### src/rtl/motor_json_formatter.sv
// JSON drive-command formatter: clamps L/R speeds, converts to BCD,
// and streams {"T":t,"L":sd.dd,"R":sd.dd}\n over valid/ready.
// Ports: clk, reset (sync, active-high); cmd_valid/cmd_ready with
// cmd_type, speed_l, speed_r; tx_data/tx_valid/tx_ready; frame_done.
// Optional macro MOTOR_JSON_DEDUP_EN drops repeats of the last frame.
module motor_json_formatter #(
  parameter int SPEED_W = 10,
  parameter int MAX_MAG = 100
) (
  input  logic                      clk,
  input  logic                      reset,
  input  logic                      cmd_valid,
  output logic                      cmd_ready,
  input  logic [3:0]                cmd_type,
  input  logic signed [SPEED_W-1:0] speed_l,
  input  logic signed [SPEED_W-1:0] speed_r,
  output logic [7:0]                tx_data,
  output logic                      tx_valid,
  input  logic                      tx_ready,
  output logic                      frame_done
);

  typedef enum logic [1:0] {
    IDLE    = 2'd0,
    CONVERT = 2'd1,
    SEND    = 2'd2
  } state_e;

  localparam logic [4:0] LAST_IDX = 5'd27;

  state_e             state_q;
  logic               cmd_ready_q;
  logic               tx_valid_q;
  logic               frame_done_q;
  logic [7:0]         tx_data_q;
  logic [4:0]         idx_q;
  logic [3:0]         cnt_q;
  logic [3:0]         typ_q;
  logic               neg_l_q;
  logic               neg_r_q;
  logic [SPEED_W-1:0] sh_l_q;
  logic [SPEED_W-1:0] sh_r_q;
  logic [11:0]        bcd_l_q;
  logic [11:0]        bcd_r_q;

  logic [3:0]         typ_d;
  logic [SPEED_W-1:0] mag_l_d;
  logic [SPEED_W-1:0] mag_r_d;
  logic [11:0]        bcd_l_d;
  logic [11:0]        bcd_r_d;
  logic [4:0]         idx_d;
  logic [7:0]         byte_d;
  logic               dup_d;
  logic               accept_d;
  logic               done_d;

  // Magnitude at SPEED_W+1 bits so the most negative input is safe.
  function automatic logic [SPEED_W-1:0] clamp_mag(
    input logic [SPEED_W-1:0] s
  );
    logic [SPEED_W:0] e;
    e = {s[SPEED_W-1], s};
    if (s[SPEED_W-1]) e = -e;
    if (16'(e) > 16'(MAX_MAG)) return SPEED_W'(MAX_MAG);
    return e[SPEED_W-1:0];
  endfunction

  // One shift-add-3 step over three BCD digits.
  function automatic logic [11:0] dab_step(
    input logic [11:0] b,
    input logic        in
  );
    logic [11:0] a;
    a = b;
    for (int i = 0; i < 3; i++) begin
      if (a[4*i +: 4] >= 4'd5) a[4*i +: 4] = a[4*i +: 4] + 4'd3;
    end
    return {a[10:0], in};
  endfunction

  function automatic logic [7:0] asc(input logic [3:0] d);
    return {4'h3, d};
  endfunction

  always_comb begin
    typ_d   = (cmd_type > 4'd9) ? 4'd9 : cmd_type;
    mag_l_d = clamp_mag(speed_l);
    mag_r_d = clamp_mag(speed_r);
    bcd_l_d = dab_step(bcd_l_q, sh_l_q[SPEED_W-1]);
    bcd_r_d = dab_step(bcd_r_q, sh_r_q[SPEED_W-1]);
  end

  // Next byte index skips a '-' slot when that field is not negative.
  always_comb begin
    idx_d = idx_q + 5'd1;
    if (idx_d == 5'd11 && !neg_l_q) idx_d = 5'd12;
    if (idx_d == 5'd21 && !neg_r_q) idx_d = 5'd22;
    byte_d = 8'h00;
    case (idx_d)
      5'd0:  byte_d = 8'h7b;
      5'd1:  byte_d = 8'h22;
      5'd2:  byte_d = 8'h54;
      5'd3:  byte_d = 8'h22;
      5'd4:  byte_d = 8'h3a;
      5'd5:  byte_d = asc(typ_q);
      5'd6:  byte_d = 8'h2c;
      5'd7:  byte_d = 8'h22;
      5'd8:  byte_d = 8'h4c;
      5'd9:  byte_d = 8'h22;
      5'd10: byte_d = 8'h3a;
      5'd11: byte_d = 8'h2d;
      5'd12: byte_d = asc(bcd_l_q[11:8]);
      5'd13: byte_d = 8'h2e;
      5'd14: byte_d = asc(bcd_l_q[7:4]);
      5'd15: byte_d = asc(bcd_l_q[3:0]);
      5'd16: byte_d = 8'h2c;
      5'd17: byte_d = 8'h22;
      5'd18: byte_d = 8'h52;
      5'd19: byte_d = 8'h22;
      5'd20: byte_d = 8'h3a;
      5'd21: byte_d = 8'h2d;
      5'd22: byte_d = asc(bcd_r_q[11:8]);
      5'd23: byte_d = 8'h2e;
      5'd24: byte_d = asc(bcd_r_q[7:4]);
      5'd25: byte_d = asc(bcd_r_q[3:0]);
      5'd26: byte_d = 8'h7d;
      5'd27: byte_d = 8'h0a;
      default: byte_d = 8'h00;
    endcase
  end

  assign accept_d = (state_q == IDLE) && cmd_valid && !dup_d;
  assign done_d   = (state_q == SEND) && tx_ready
                 && (idx_q == LAST_IDX);

`ifdef MOTOR_JSON_DEDUP_EN
  localparam int KW = 6 + 2 * SPEED_W;

  logic [KW-1:0] key_d;
  logic [KW-1:0] key_q;
  logic [KW-1:0] last_q;
  logic          last_vld_q;

  assign key_d = {typ_d, speed_l[SPEED_W-1], mag_l_d,
                  speed_r[SPEED_W-1], mag_r_d};
  assign dup_d = last_vld_q && (key_d == last_q);

  // Only a completed frame is remembered; reset forgets it, which also
  // covers frames abandoned by reset.
  always_ff @(posedge clk) begin
    if (reset) begin
      key_q      <= '0;
      last_q     <= '0;
      last_vld_q <= 1'b0;
    end else begin
      if (accept_d) key_q <= key_d;
      if (done_d) begin
        last_q     <= key_q;
        last_vld_q <= 1'b1;
      end
    end
  end
`else
  assign dup_d = 1'b0;
`endif

  always_ff @(posedge clk) begin
    if (reset) begin
      state_q      <= IDLE;
      cmd_ready_q  <= 1'b1;
      tx_valid_q   <= 1'b0;
      tx_data_q    <= 8'h00;
      frame_done_q <= 1'b0;
      idx_q        <= 5'd0;
      cnt_q        <= 4'd0;
      typ_q        <= 4'd0;
      neg_l_q      <= 1'b0;
      neg_r_q      <= 1'b0;
      sh_l_q       <= '0;
      sh_r_q       <= '0;
      bcd_l_q      <= 12'd0;
      bcd_r_q      <= 12'd0;
    end else begin
      frame_done_q <= 1'b0;
      case (state_q)
        IDLE: begin
          if (accept_d) begin
            state_q     <= CONVERT;
            cmd_ready_q <= 1'b0;
            cnt_q       <= 4'd0;
            typ_q       <= typ_d;
            neg_l_q     <= speed_l[SPEED_W-1];
            neg_r_q     <= speed_r[SPEED_W-1];
            sh_l_q      <= mag_l_d;
            sh_r_q      <= mag_r_d;
            bcd_l_q     <= 12'd0;
            bcd_r_q     <= 12'd0;
          end
        end
        CONVERT: begin
          bcd_l_q <= bcd_l_d;
          bcd_r_q <= bcd_r_d;
          sh_l_q  <= sh_l_q << 1;
          sh_r_q  <= sh_r_q << 1;
          cnt_q   <= cnt_q + 4'd1;
          if (cnt_q == 4'(SPEED_W - 1)) begin
            state_q    <= SEND;
            idx_q      <= 5'd0;
            tx_valid_q <= 1'b1;
            tx_data_q  <= 8'h7b;
          end
        end
        SEND: begin
          if (tx_ready) begin
            if (idx_q == LAST_IDX) begin
              state_q      <= IDLE;
              idx_q        <= 5'd0;
              tx_valid_q   <= 1'b0;
              tx_data_q    <= 8'h00;
              frame_done_q <= 1'b1;
              cmd_ready_q  <= 1'b1;
            end else begin
              idx_q     <= idx_d;
              tx_data_q <= byte_d;
            end
          end
        end
        default: begin
          state_q     <= IDLE;
          cmd_ready_q <= 1'b1;
          tx_valid_q  <= 1'b0;
          tx_data_q   <= 8'h00;
        end
      endcase
    end
  end

  assign cmd_ready  = cmd_ready_q;
  assign tx_valid   = tx_valid_q;
  assign tx_data    = tx_data_q;
  assign frame_done = frame_done_q;

endmodule

### config.mk
export PLATFORM = sky130hd
export DESIGN_NAME = motor_json_formatter
export DESIGN_NICKNAME = d
export VERILOG_FILES = /design/src/rtl/motor_json_formatter.sv
export SDC_FILE = /design/constraint.sdc
export NUM_CORES = 1
export LEC_CHECK = 0
export BUFFER_PORTS_ARGS = -buffer_cell sky130_fd_sc_hd__buf_2
export CORE_MARGIN = 2
export CORE_UTILIZATION = 35
export CTS_CLUSTER_DIAMETER = 50
export DETAILED_ROUTE_END_ITERATION = 8
export SLEW_MARGIN = 20
export SYNTH_ARGS = -nofsm -noshare
export SYNTH_HDL_FRONTEND = slang
export SYNTH_SLANG_ARGS = --single-unit
### constraint.sdc
create_clock -name clk -period 4.19 [get_ports clk]
set_input_delay 1.257 -clock clk [delete_from_list [all_inputs] [get_ports clk]]
set_output_delay 1.257 -clock clk [all_outputs]
set_load 0.02 [all_outputs]
======== After elaboration in Yosys (flattened, before gate mapping) ========
Index checks and enable logic that the tools add are counted.
storage, ports and cells
  logic and storage cells ................. 145
  output and inout bits ................... 11
  memories kept ........................... 0
  ROM bits ................................ 0
  input port bits ......................... 28
  bits in latches ......................... 0
  memory bits (writable) .................. 0
  register bits ........................... 72
cells by class
  add/sub/neg operators ................... 10
  div/mod/pow operators ................... 0
  bitwise operators ....................... 4
  reduce and logical (&&, ||, !) cells .... 22
  $lt $le $gt $ge ......................... 9
  shift operators ......................... 0
  multiply operators ...................... 0
  equality and inequality tests ........... 37
  multiplexer cells ....................... 49
operators with widths
  kind                   count
  $pmux W7 S18           1
  $eq A5 B5 Y1 const B   14
  $mux W10               6
  $pmux W12 S2           2
  $eq A5 B4 Y1 const B   9
  $pmux W10 S2           2
  $mux W5                5
  $ge A4 B3 Y1 const B   6
  $mux W4                6
  $mux W8                3
  $pmux W8 S3            1
  $gt A11 B7 Y1 const B  2
  $mux W11               2
  $neg A11 Y11           2
  $eq A5 B3 Y1 const B   4
  $add A4 B2 Y4 const B  4
  $mux W12               1
  $reduce_and A4 Y1      3
  $eq A5 B2 Y1 const B   2
  $pmux W5 S2            1
  $mux W1                9
  $mux W2                4
  $pmux W4 S2            1
  $add A3 B2 Y3 const B  2
  23 further kinds       39

======== Longest topological paths before layout ========
Gate-level depths: netlist (run 1).
  word-level depth ........................ 13
  gate-level depth with buffers ........... 9
  gate-level depth less buffers ........... 8

======== Worst setup path after synthesis (run 1) ========
No wires, ideal clock.
  kind .................................... input port to flip-flop
  start ................................... input port speed_l[0]
  end ..................................... register sh_l_q[4]
  setup slack ............................. 1,199 ps
  stages on the path ...................... 8
  arrival ................................. 2,857 ps
  library setup time ...................... 134 ps
  path buffers ............................ 0
  cell sequence ........................... inv_1 > ha_1 > or4b_1 > a2111oi_0 > nor3_1 > o21bai_1 > o211ai_2 > o22ai_1
between the ends
  word-level cells in the longest chain between the ends .. 7
RTL lines
  item                    line  source
  start: declaration      15    input logic signed [SPEED_W-1:0] speed_l,
  $neg A11 Y11            63    if (s[SPEED_W-1]) e = -e;
  $mux W11 (*)            63
  $gt A11 B7 Y1           64    if (16'(e) > 16'(MAX_MAG)) return SPEED_W'(MAX_MAG);
  $mux W1                 64
  $mux W10 (*)            65    return e[SPEED_W-1:0];
  $mux W10 (*)            187   if (accept_d) begin
  $pmux W10 S2 (*)        185   case (state_q)
  end signal: assignment  194   sh_l_q <= mag_l_d;
  end signal: assignment  203   sh_l_q <= sh_l_q << 1;
  end: declaration        41    logic [SPEED_W-1:0] sh_l_q;
Mark *: on every way between the ends. The rest lies on a longest branch, timed or not. The select of a mux whose other input is x is not followed.
A chain may end at the register's enable or synchronous reset.

======== Worst setup path after layout (run 1) ========
  start ................................... register idx_q[0]
  end ..................................... register tx_data_q[2], in the netlist tx_data[2]
between the ends
  word-level cells in the longest chain between the ends .. 13
  elaborated cells between the ends (all ways) .. 45
  those cells by class .................... add/sub (1); eq/ne (30); mux (6); reduce/logical (8)
RTL lines
  item                                                             line  source
  start: declaration                                               36    logic [4:0] idx_q;
  start signal: assignment                                         223   idx_q <= idx_d;
  $add A5 B1 Y5                                                    95    idx_d = idx_q + 5'd1;
  $eq A5 B4 Y1                                                     96    if (idx_d == 5'd11 && !neg_l_q) idx_d = 5'd12;
  $logic_and A1 B1 Y1                                              96
  $mux W5                                                          96
  $eq A5 B5 Y1                                                     97    if (idx_d == 5'd21 && !neg_r_q) idx_d = 5'd22;
  $logic_and A1 B1 Y1                                              97
  $mux W5                                                          97
  $eq A5 B5 Y1, or another cell as far along                       99    case (idx_d)
  $reduce_or A6 Y1 (no source line), or another cell as far along  -
  $pmux W7 S18                                                     99
  $mux W8 (*)                                                      215   if (idx_q == LAST_IDX) begin
  $mux W8 (*)                                                      214   if (tx_ready) begin
  $pmux W8 S3 (*)                                                  185
  end signal: assignment                                           224   tx_data_q <= byte_d;
  end: declaration                                                 35    logic [7:0] tx_data_q;
Marked as above.

==> impl_metrics.yaml, run 1 <==
finish:
  drive_gt1_share_pct: 12.5
  utilization_pct: 40.2
  layout.cells.non_filler: 834
  diodes: 0
  areaGrowthSynthToFinish_pct: 13.1
  nets: 698
power:
  vdd_drop_max_mv: 0.215
  internal_power_mw: 1.49
  p_sw_uw: 836
  cellPowerDensity_nw_per_um2: 420
  clkPwrFrac_pct: 36.9
  power_frac_seq_pct: 33.9
  combinationalPowerShare_pct: 29.2
  p_leak_nw: 1.93
  netSwitchingFraction_pct: 36.0
detailed_routing:
  wl_per_cell_um: 15.6
  drc: 0
  via_per_inst: 5.70
  drt_pass1_iterations: 7
  dr_total_vias: 4755
  drtIter0Drc: 447
  wl_um: 13000
  drtAntennaViolNets: 0
die:
  rows: 43
  die_area_um2: 15000
  die_w_um: 122
  start_util_pct: 35.5
  die_h_um: 122
  core_region_area_um2: 13800
  io_pins: 39
sta:
  clock_skew_ps: 9.81
  setup_violations: 0
  fmax_mhz: 304
  slew_headroom_pct: 41.3
  rsz0062_at_grt: "false"
  hold_viol_final: 0
  slew_viol_final: 0
  layout_min_cycle_time_ps: 3290
  tightest_slew_ps: 871
  finalSetupTns_ps: 0
  fin_crit_sh_pct: 78.6
clock_tree:
  tritoncts: "built"
  cts_buffer_depth: 2
  path_clk_slew_ps: 70
  cts.sinks: 71
  numCtsBuffers: 9
  clock_latency_ps: 340
  post-cts-setup-buffers: 0
  clock-root-buffer: "clkbuf_16"
  cts-htree-levels: 3
  post_cts_resized: 0
  cts_hold_buf: 0
grt:
  grt_start_max_net_pins: 32
  antenna_found_initial: 0
  grt_pass1_vias: 4389
  grt.total_usage_pct: 18.2
  grt-ovfl-total: 0
  grt_pass1_wl_um: 21800
worst_setup_path:
  crit_end: "tx_data[2]$_SDFFE_PP0P_"
  crit_path_cell_trace: "inv_2 -> ha_1 -> nor3b_2 -> nand3_1 -> a222oi_1 -> a22oi_1 -> and3_1 -> a31oi_1"
  r2r_start: "idx_q[0]$_SDFFE_PP0P_"
  critical_path_class: "reg -> reg"
  cp-startpoint: "idx_q[0]$_SDFFE_PP0P_"
  worst-r2r-cell-count: 8
  cp.buffers_inverters: 1
  cp.depth: 8
  crit_slowest_cell: "a222oi_1"
  critPathLaunchType: "flop"
  cp-end-kind: "flop"
  crit_family: "compound AO/OA/AOI/OAI gates"
  arrival_ps: 3570
  critPathRequiredTime_ps: 4460
  max_stage_delay_ps: 710
  r2r_end: "tx_data[2]$_SDFFE_PP0P_"
  path_max_fanout: 13
  reg2reg_slack_ps: 900
synthesis:
  ys_types: 81
  synth.most_common_cell: "dfxtp_1"
  async_reset_ff_share_pct: 0
  syn_nets: 680
  synth_edf_count: 0
  syn_avg_cell_area_um2: 7.76
  synth.yosys.warnings: 0
  synth_top_area_cell: "dfxtp_1"
  synth_commonest_cells: "71 x dfxtp_1, 59 x nor2_1, 47 x nand2_1"
  ys_seq_elements: 71
  yosys.area.top_type_share_pct: 29.0
  synth_cells: 631
  synthTopCellsByArea: "dfxtp_1 29%, a22oi_1 5.4%, ha_1 5.4%"
  yosysSeqAreaShare_pct: 29.0
  synth_area_um2: 4900
  synth_top_flop_cell: "dfxtp_1"
outcome:
  outcome: "finished clean"
placement:
  io_buffers: 37
  gp_congestion: 0.907
  hpwl_um: 9640
  dp.cells: 818
run:
  maxCapViolations: 0
min_path:
  hold_class: "reg -> reg"
  min_path_cells: 2
-- how the worst min path moves through the flow --
stage	to	start	slack (ps)
after floorplan	sh_r_q[6]$_SDFFE_PP0P_	sh_r_q[6]$_SDFFE_PP0P_	430
after global placement	cmd_ready$_SDFFE_PP1P_	cmd_ready$_SDFFE_PP1P_	430
after detailed placement	cmd_ready$_SDFFE_PP1P_	cmd_ready$_SDFFE_PP1P_	440
after CTS	sh_l_q[5]$_SDFFE_PP0P_	sh_l_q[5]$_SDFFE_PP0P_	450
after global routing	cmd_ready$_SDFFE_PP1P_	cmd_ready$_SDFFE_PP1P_	480
final	sh_l_q[5]$_SDFFE_PP0P_	sh_l_q[5]$_SDFFE_PP0P_	450
-- state kept, by name (all words and copies together), names as in the netlist --
signal / flops
tx_data: 7
frame_done: 1
tx_valid: 1
cmd_ready: 1
neg_l_q: 1
sh_l_q: 10
neg_r_q: 1
cnt_q: 4
sh_r_q: 10
idx_q: 5
bcd_l_q: 12
typ_q: 4
state_q: 2
bcd_r_q: 12
-- worst min-delay path, cell delays in order, from the launching register on --
cell     delay (ps)
dfxtp_1         310
nand2_1          50
a21oi_1          50
-- power by group through the flow --
| stage | Combinational [mW] | Clock (mW) | Sequential [mW] |
|---|---|---|---|
| after floorplan | 0.485 | 0 | 0.793 |
| after global placement | 0.664 | 0 | 0.801 |
| after detailed placement | 0.673 | 0 | 0.802 |
| after CTS | 0.674 | 0.870 | 0.787 |
| after global routing | 0.754 | 0.902 | 0.796 |
| final | 0.678 | 0.858 | 0.788 |
-- area by class of cell --
class	instances	area (um2)
Sequential cell	71	1420
Inverter	25	93.8
Clock buffer	9	225
Multi-Input combinational cell	497	3220
Tap cell	180	225
Fill cell	1391	8240
Timing Repair Buffer	45	245
Clock inverter	7	104
-- per-stage QoR --
stage / total power [mW] / cell area, um2 / setup WS [ps] / hold slack (ps)
detailed placement: 1.47 / 5210 / 844 / 439
global route: 2.45 / 5540 / 698 / 483
CTS: 2.33 / 5540 / 989 / 454
floorplan: 1.28 / 4900 / 1200 / 432
finish: 2.32 / 5540 / 895 / 451
global placement: 1.46 / 5210 / 904 / 430
-- logic make-up after synthesis --
kind of cell               synth area share [%]
xor gates and xnor gates                   4.93
AOI/OAI and AO/OA                          29.3
buffers and inverters                      5.44
DFF                                        29.0
adders and majority gates                  5.37
muxes                                      1.28
and+or+nand+nor                            24.6
other                                    0.0766
-- placed cells by master (no fill, tap or decap), drive strengths merged, types with 8 or more instances in the layout --
cell	synthesis	routed
nor2b	14	14
nand3b	9	9
clkbuf	26	9
a211oi	9	9
xor2	8	8
nor3	22	22
o21ai	40	40
nand3	32	32
nor3b	8	8
nor2	59	59
a21oi	43	43
inv	25	28
xnor2	17	17
nand2	47	47
dfxtp	71	71
nand2b	20	20
a22oi	35	35
buf	12	45
ha	21	21
a31oi	11	11
-- per-layer routing --
| metal | GRT usage [%] | routed length (um) | vias up |
|---|---|---|---|
| met1 | 24.4 | 6060 | 2243 |
| met3 | 2.74 | 639 | 22 |
| li1 | - | - | 2359 |
| met2 | 29.2 | 6050 | 131 |
| met4 | 7.18 | 284 | 0 |
| met5 | 0 | 0 | - |
Power figures use the tool's default switching activity.
==> run 2, diff against run 1 <==
==> constraint.sdc (replaced) <==
create_clock -name clk -period 3.26 [get_ports clk]
set_input_delay 0.978 -clock clk [delete_from_list [all_inputs] [get_ports clk]]
set_output_delay 0.978 -clock clk [all_outputs]
set_load 0.02 [all_outputs]
==> run 2 against run 1 <==
Clock skew down 1.7 ps. Critical endpoint is now sh_l_q[4]$_SDFFE_PP0P_. Via count up 0.88%. Global-route usage rose by 0.27 points. Non-clock buffer count grew 5.
==> impl_metrics.yaml, run 2 (synthesized netlist as in run 1, its figures left out) <==
worst_setup_path:
  cp-end-kind: "flop"
  critical_path_class: "in -> reg"
  critPathLaunchType: "primary input"
  path_max_fanout: 7
  arrival_ps: 3000
  critPathRequiredTime_ps: 3450
finish:
  areaGrowthSynthToFinish_pct: 13.9
  fillers: 1446
  final_common_cell: "dfxtp_1"
  stdcell_area_um2: 5580
  nets: 703
  multiInputGateArea_um2: 3220
  drive_gt1_share_pct: 13.2
  top_regs: "bcd_l_q: 12 flops, bcd_r_q: 12 flops"
  final_cell_mix: "71 x dfxtp_1, 58 x nor2_1, 47 x nand2_1"
  diodes: 0
  register_area_um2: 1420
detailed_routing:
  drt_pass1_iterations: 7
  via_per_inst: 5.72
  dr_total_vias: 4797
  drc: 0
  wl_um: 13400
  drtIter0Drc: 463
  wl_per_cell_um: 16.0
  drtAntennaViolNets: 0
power:
  p_leak_nw: 1.97
  power_frac_seq_pct: 33.6
  p_sw_mw: 1.06
  netSwitchingFraction_pct: 35.5
  combinationalPowerShare_pct: 29.6
  clkPwrFrac_pct: 36.8
  internal_power_mw: 1.93
  p_total_mw: 2.99
  vdd_drop_max_mv: 0.341
  cellPowerDensity_nw_per_um2: 537
sta:
  setup_violations: 0
  slew_viol_final: 0
  hold_viol_final: 0
  fin_crit_sh_pct: 86.3
  rsz0062_at_grt: "false"
  fmax_mhz: 355
  layout_min_cycle_time_ps: 2810
  tightest_slew_ps: 906
  setup_slack_ps: 446
  clock_skew_ps: 8.10
  slew_headroom_pct: 39.4
  finalSetupTns_ps: 0
grt:
  grt_pass1_wl_um: 22200
  antenna_found_initial: 0
  grt.total_usage_pct: 18.4
  grt-ovfl-total: 0
  grt_start_max_net_pins: 48
  grt_pass1_vias: 4543
clock_tree:
  path_clk_slew_ps: 60
  cts-htree-levels: 3
  clock_latency_ps: 340
  cts.sinks: 71
  cts_hold_buf: 0
  post-cts-setup-buffers: 0
  clock-root-buffer: "clkbuf_16"
  post_cts_resized: 0
  tritoncts: "built"
  numCtsBuffers: 9
  cts_buffer_depth: 2
placement:
  gp_congestion: 0.881
  hpwl_um: 9790
  placed_area_um2: 5250
  io_buffers: 37
  place_worst_setup_slack_ps: 142
die:
  die_area_um2: 15000
  die_h_um: 122
  die_w_um: 122
  io_pins: 39
  core_region_area_um2: 13800
  rows: 43
  start_util_pct: 35.5
min_path:
  hold_class: "reg -> reg"
run:
  maxCapViolations: 0
outcome:
  outcome: "finished clean"
## run 2: cell count changes in the layout (fill, tap and decap cells not counted), sizes merged
cell      change
inv           -2
buf           +5
clkbuf        +1
clkinv        +3
clkinvlp      -2
## run 2: layer usage
metal / part of all wire, % / routed length (um) / global-route usage [%]
met5: 0 / 0 / 0
met1: 46 / 6170 / 24.5
met2: 47 / 6360 / 30.0
met3: 3.6 / 488 / 1.91
met4: 2.9 / 386 / 8.84
## run 2: path summary, 6_finish.rpt
kind                           from                      end  slack [ps]  depth (start not counted)
min          cmd_ready$_SDFFE_PP1P_   cmd_ready$_SDFFE_PP1P_         450                          1
max reg2reg   idx_q[0]$_SDFFE_PP0P_  tx_data[5]$_SDFFE_PP0P_         480                          7
max                      speed_l[0]   sh_l_q[4]$_SDFFE_PP0P_         450                          9
min reg2reg  cmd_ready$_SDFFE_PP1P_   cmd_ready$_SDFFE_PP1P_         450                          1
## run 2: power by group through the flow
stage,clock (mW),sequential [mW],combinational [mW]
after floorplan,0,1.02,0.623
after global placement,0,1.02,0.857
after detailed placement,0,1.02,0.874
after CTS,1.11,1.00,0.878
after global routing,1.15,1.01,0.976
final,1.10,1.01,0.886
## run 2: per-stage QoR
stage          instances  hold WS (ps)  util (%)
6_report             839           453      40.5
5_1_grt              839           474      40.5
4_1_cts              839           454      40.5
3_5_place_dp         823           444      38.1
3_3_place_gp         823           434      38.1
2_1_floorplan        631           432         -
## run 2: cell type report
class                      count  share of cell area (%)
multi-input combinational    497                    57.8
sequential                    71                    25.5
timing repair buffer          50                    5.07
clock buffer                  10                    4.29
tap                          180                    4.04
inverter                      25                    1.68
clock inverter                 6                    1.64
## run 2: critical path: stages
cell and delay, ps:
buf_2 130, inv_1 80, ha_1 260, or4b_1 500
a2111oi_0 410, nor3_1 130, o21bai_1 190, o211ai_2 220
o22ai_1 110
==> run 3, diff against run 2 <==
--- a/config.mk
+++ b/config.mk
@@ -7,7 +7,7 @@
 export LEC_CHECK = 0
 export BUFFER_PORTS_ARGS = -buffer_cell sky130_fd_sc_hd__buf_2
 export CORE_MARGIN = 2
-export CORE_UTILIZATION = 35
+export CORE_UTILIZATION = 45
 export CTS_CLUSTER_DIAMETER = 50
 export DETAILED_ROUTE_END_ITERATION = 8
 export SLEW_MARGIN = 20
==> run 3 against run 2 <==
Global-route usage increased by 4.6 points. Highest routed layer unchanged. Maximum frequency down 0.38%. First-iteration DRC count decreased by 29%. Final area shrank 3.5%.
==> impl_metrics.yaml, run 3 (synthesized netlist as in run 1, its figures left out) <==
grt:
  antenna_found_initial: 0
  grt_pass1_vias: 4326
  grt.total_usage_pct: 23.1
  grt_pass1_wl_um: 21600
  grt_start_max_net_pins: 44
  grt-ovfl-total: 0
worst_setup_path:
  critPathLaunchType: "flop"
  crit_path_cell_trace: "ha_1 -> xnor2_2 -> o31a_1 -> o21ai_1 -> mux2_2 -> a211o_1 -> o31a_1"
  cp_common_cell: "o31a_1"
  crit_slowest_cell: "ha_1"
  arrival_ps: 3080
  path_max_fanout: 16
  max_stage_delay_ps: 630
  cp-end-kind: "flop"
  critPathRequiredTime_ps: 3520
  critical_path_class: "reg -> reg"
clock_tree:
  clock_latency_ps: 360
  clock-root-buffer: "clkbuf_8"
  tritoncts: "built"
  post-cts-setup-buffers: 0
  cts.sinks: 71
  cts_hold_buf: 0
  numCtsBuffers: 9
  post_cts_resized: 0
  cts_buffer_depth: 2
  cts-htree-levels: 3
  path_clk_slew_ps: 90
placement:
  place_worst_setup_slack_ps: 254
  gp_congestion: 0.919
  dp.cells: 785
  io_buffers: 37
  hpwl_um: 9530
  placed_area_um2: 5210
sta:
  setup_violations: 0
  hold_slack_ps: 459
  finalSetupTns_ps: 0
  layout_min_cycle_time_ps: 2820
  slew_viol_final: 0
  fmax_mhz: 354
  slew_headroom_pct: 35.7
  hold_viol_final: 0
  rsz0062_at_grt: "false"
  fin_crit_sh_pct: 86.6
  setup_slack_ps: 435
  clock_skew_ps: 11.0
  tightest_slew_ps: 961
finish:
  diodes: 0
  multiInputGateArea_um2: 3220
  stdcell_area_um2: 5380
  drive_gt1_share_pct: 13.3
  layout.cells.non_filler: 801
  top_regs: "bcd_l_q: 12 flops, bcd_r_q: 12 flops"
  fillers: 1103
  utilization_pct: 50.1
  final_common_cell: "dfxtp_1"
  register_area_um2: 1420
  areaGrowthSynthToFinish_pct: 9.94
  final_cell_mix: "71 x dfxtp_1, 58 x nor2_1, 47 x nand2_1"
  nets: 705
min_path:
  hold_class: "reg -> reg"
die:
  die_w_um: 108
  die_h_um: 108
  rows: 38
  io_pins: 39
  start_util_pct: 45.6
  core_region_area_um2: 10700
  die_area_um2: 11700
detailed_routing:
  wl_um: 12900
  drtAntennaViolNets: 0
  drt_pass1_iterations: 6
  via_per_inst: 5.92
  dr_total_vias: 4742
  drtIter0Drc: 329
  wl_per_cell_um: 16.1
  drc: 0
run:
  maxCapViolations: 0
power:
  vdd_drop_max_mv: 0.306
  p_leak_nw: 1.89
  p_total_mw: 2.55
  cellPowerDensity_nw_per_um2: 474
outcome:
  outcome: "finished clean"
run 3: layout make-up:
type,instances,share of cell area [%]
inverters,25,1.74
clock inverters,6,0.837
repair buffers,52,5.53
well taps,140,3.25
flip-flops and latches,71,26.4
multi-input cells,497,59.9
clock buffers,10,2.37
run 3: layer usage:
layer	global-route usage, %	wire, um	vias up
li1	-	-	2361
met1	33.3	6430	2249
met2	35.2	5660	113
met3	3.68	574	19
met4	7.05	246	0
met5	0	0	-
run 3: path summary, 6_finish.rpt:
path | start | endpoint | slack [ps] | cells past startpoint
setup / recovery | idx_q[1]$_SDFFE_PP0P_ | tx_data[5]$_SDFFE_PP0P_ | 440 | 7
hold / removal | cmd_ready$_SDFFE_PP1P_ | cmd_ready$_SDFFE_PP1P_ | 460 | 1
setup reg to reg | idx_q[1]$_SDFFE_PP0P_ | tx_data[5]$_SDFFE_PP0P_ | 440 | 7
hold reg to reg | cmd_ready$_SDFFE_PP1P_ | cmd_ready$_SDFFE_PP1P_ | 460 | 1
run 3: where the power goes:
part / internal, mW / switching (mW)
sequential: 0.947 / 0.0583
combinational: 0.292 / 0.591
clock: 0.279 / 0.384
total: 1.52 / 1.03
run 3: critical path: cells and delay by family, from the launching register on:
family,cells,cell delay (ps)
xor gates and xnor gates,1,180
adders and majority gates,1,630
AOI/OAI and AO/OA,4,950
DFF,1,520
muxes,1,430
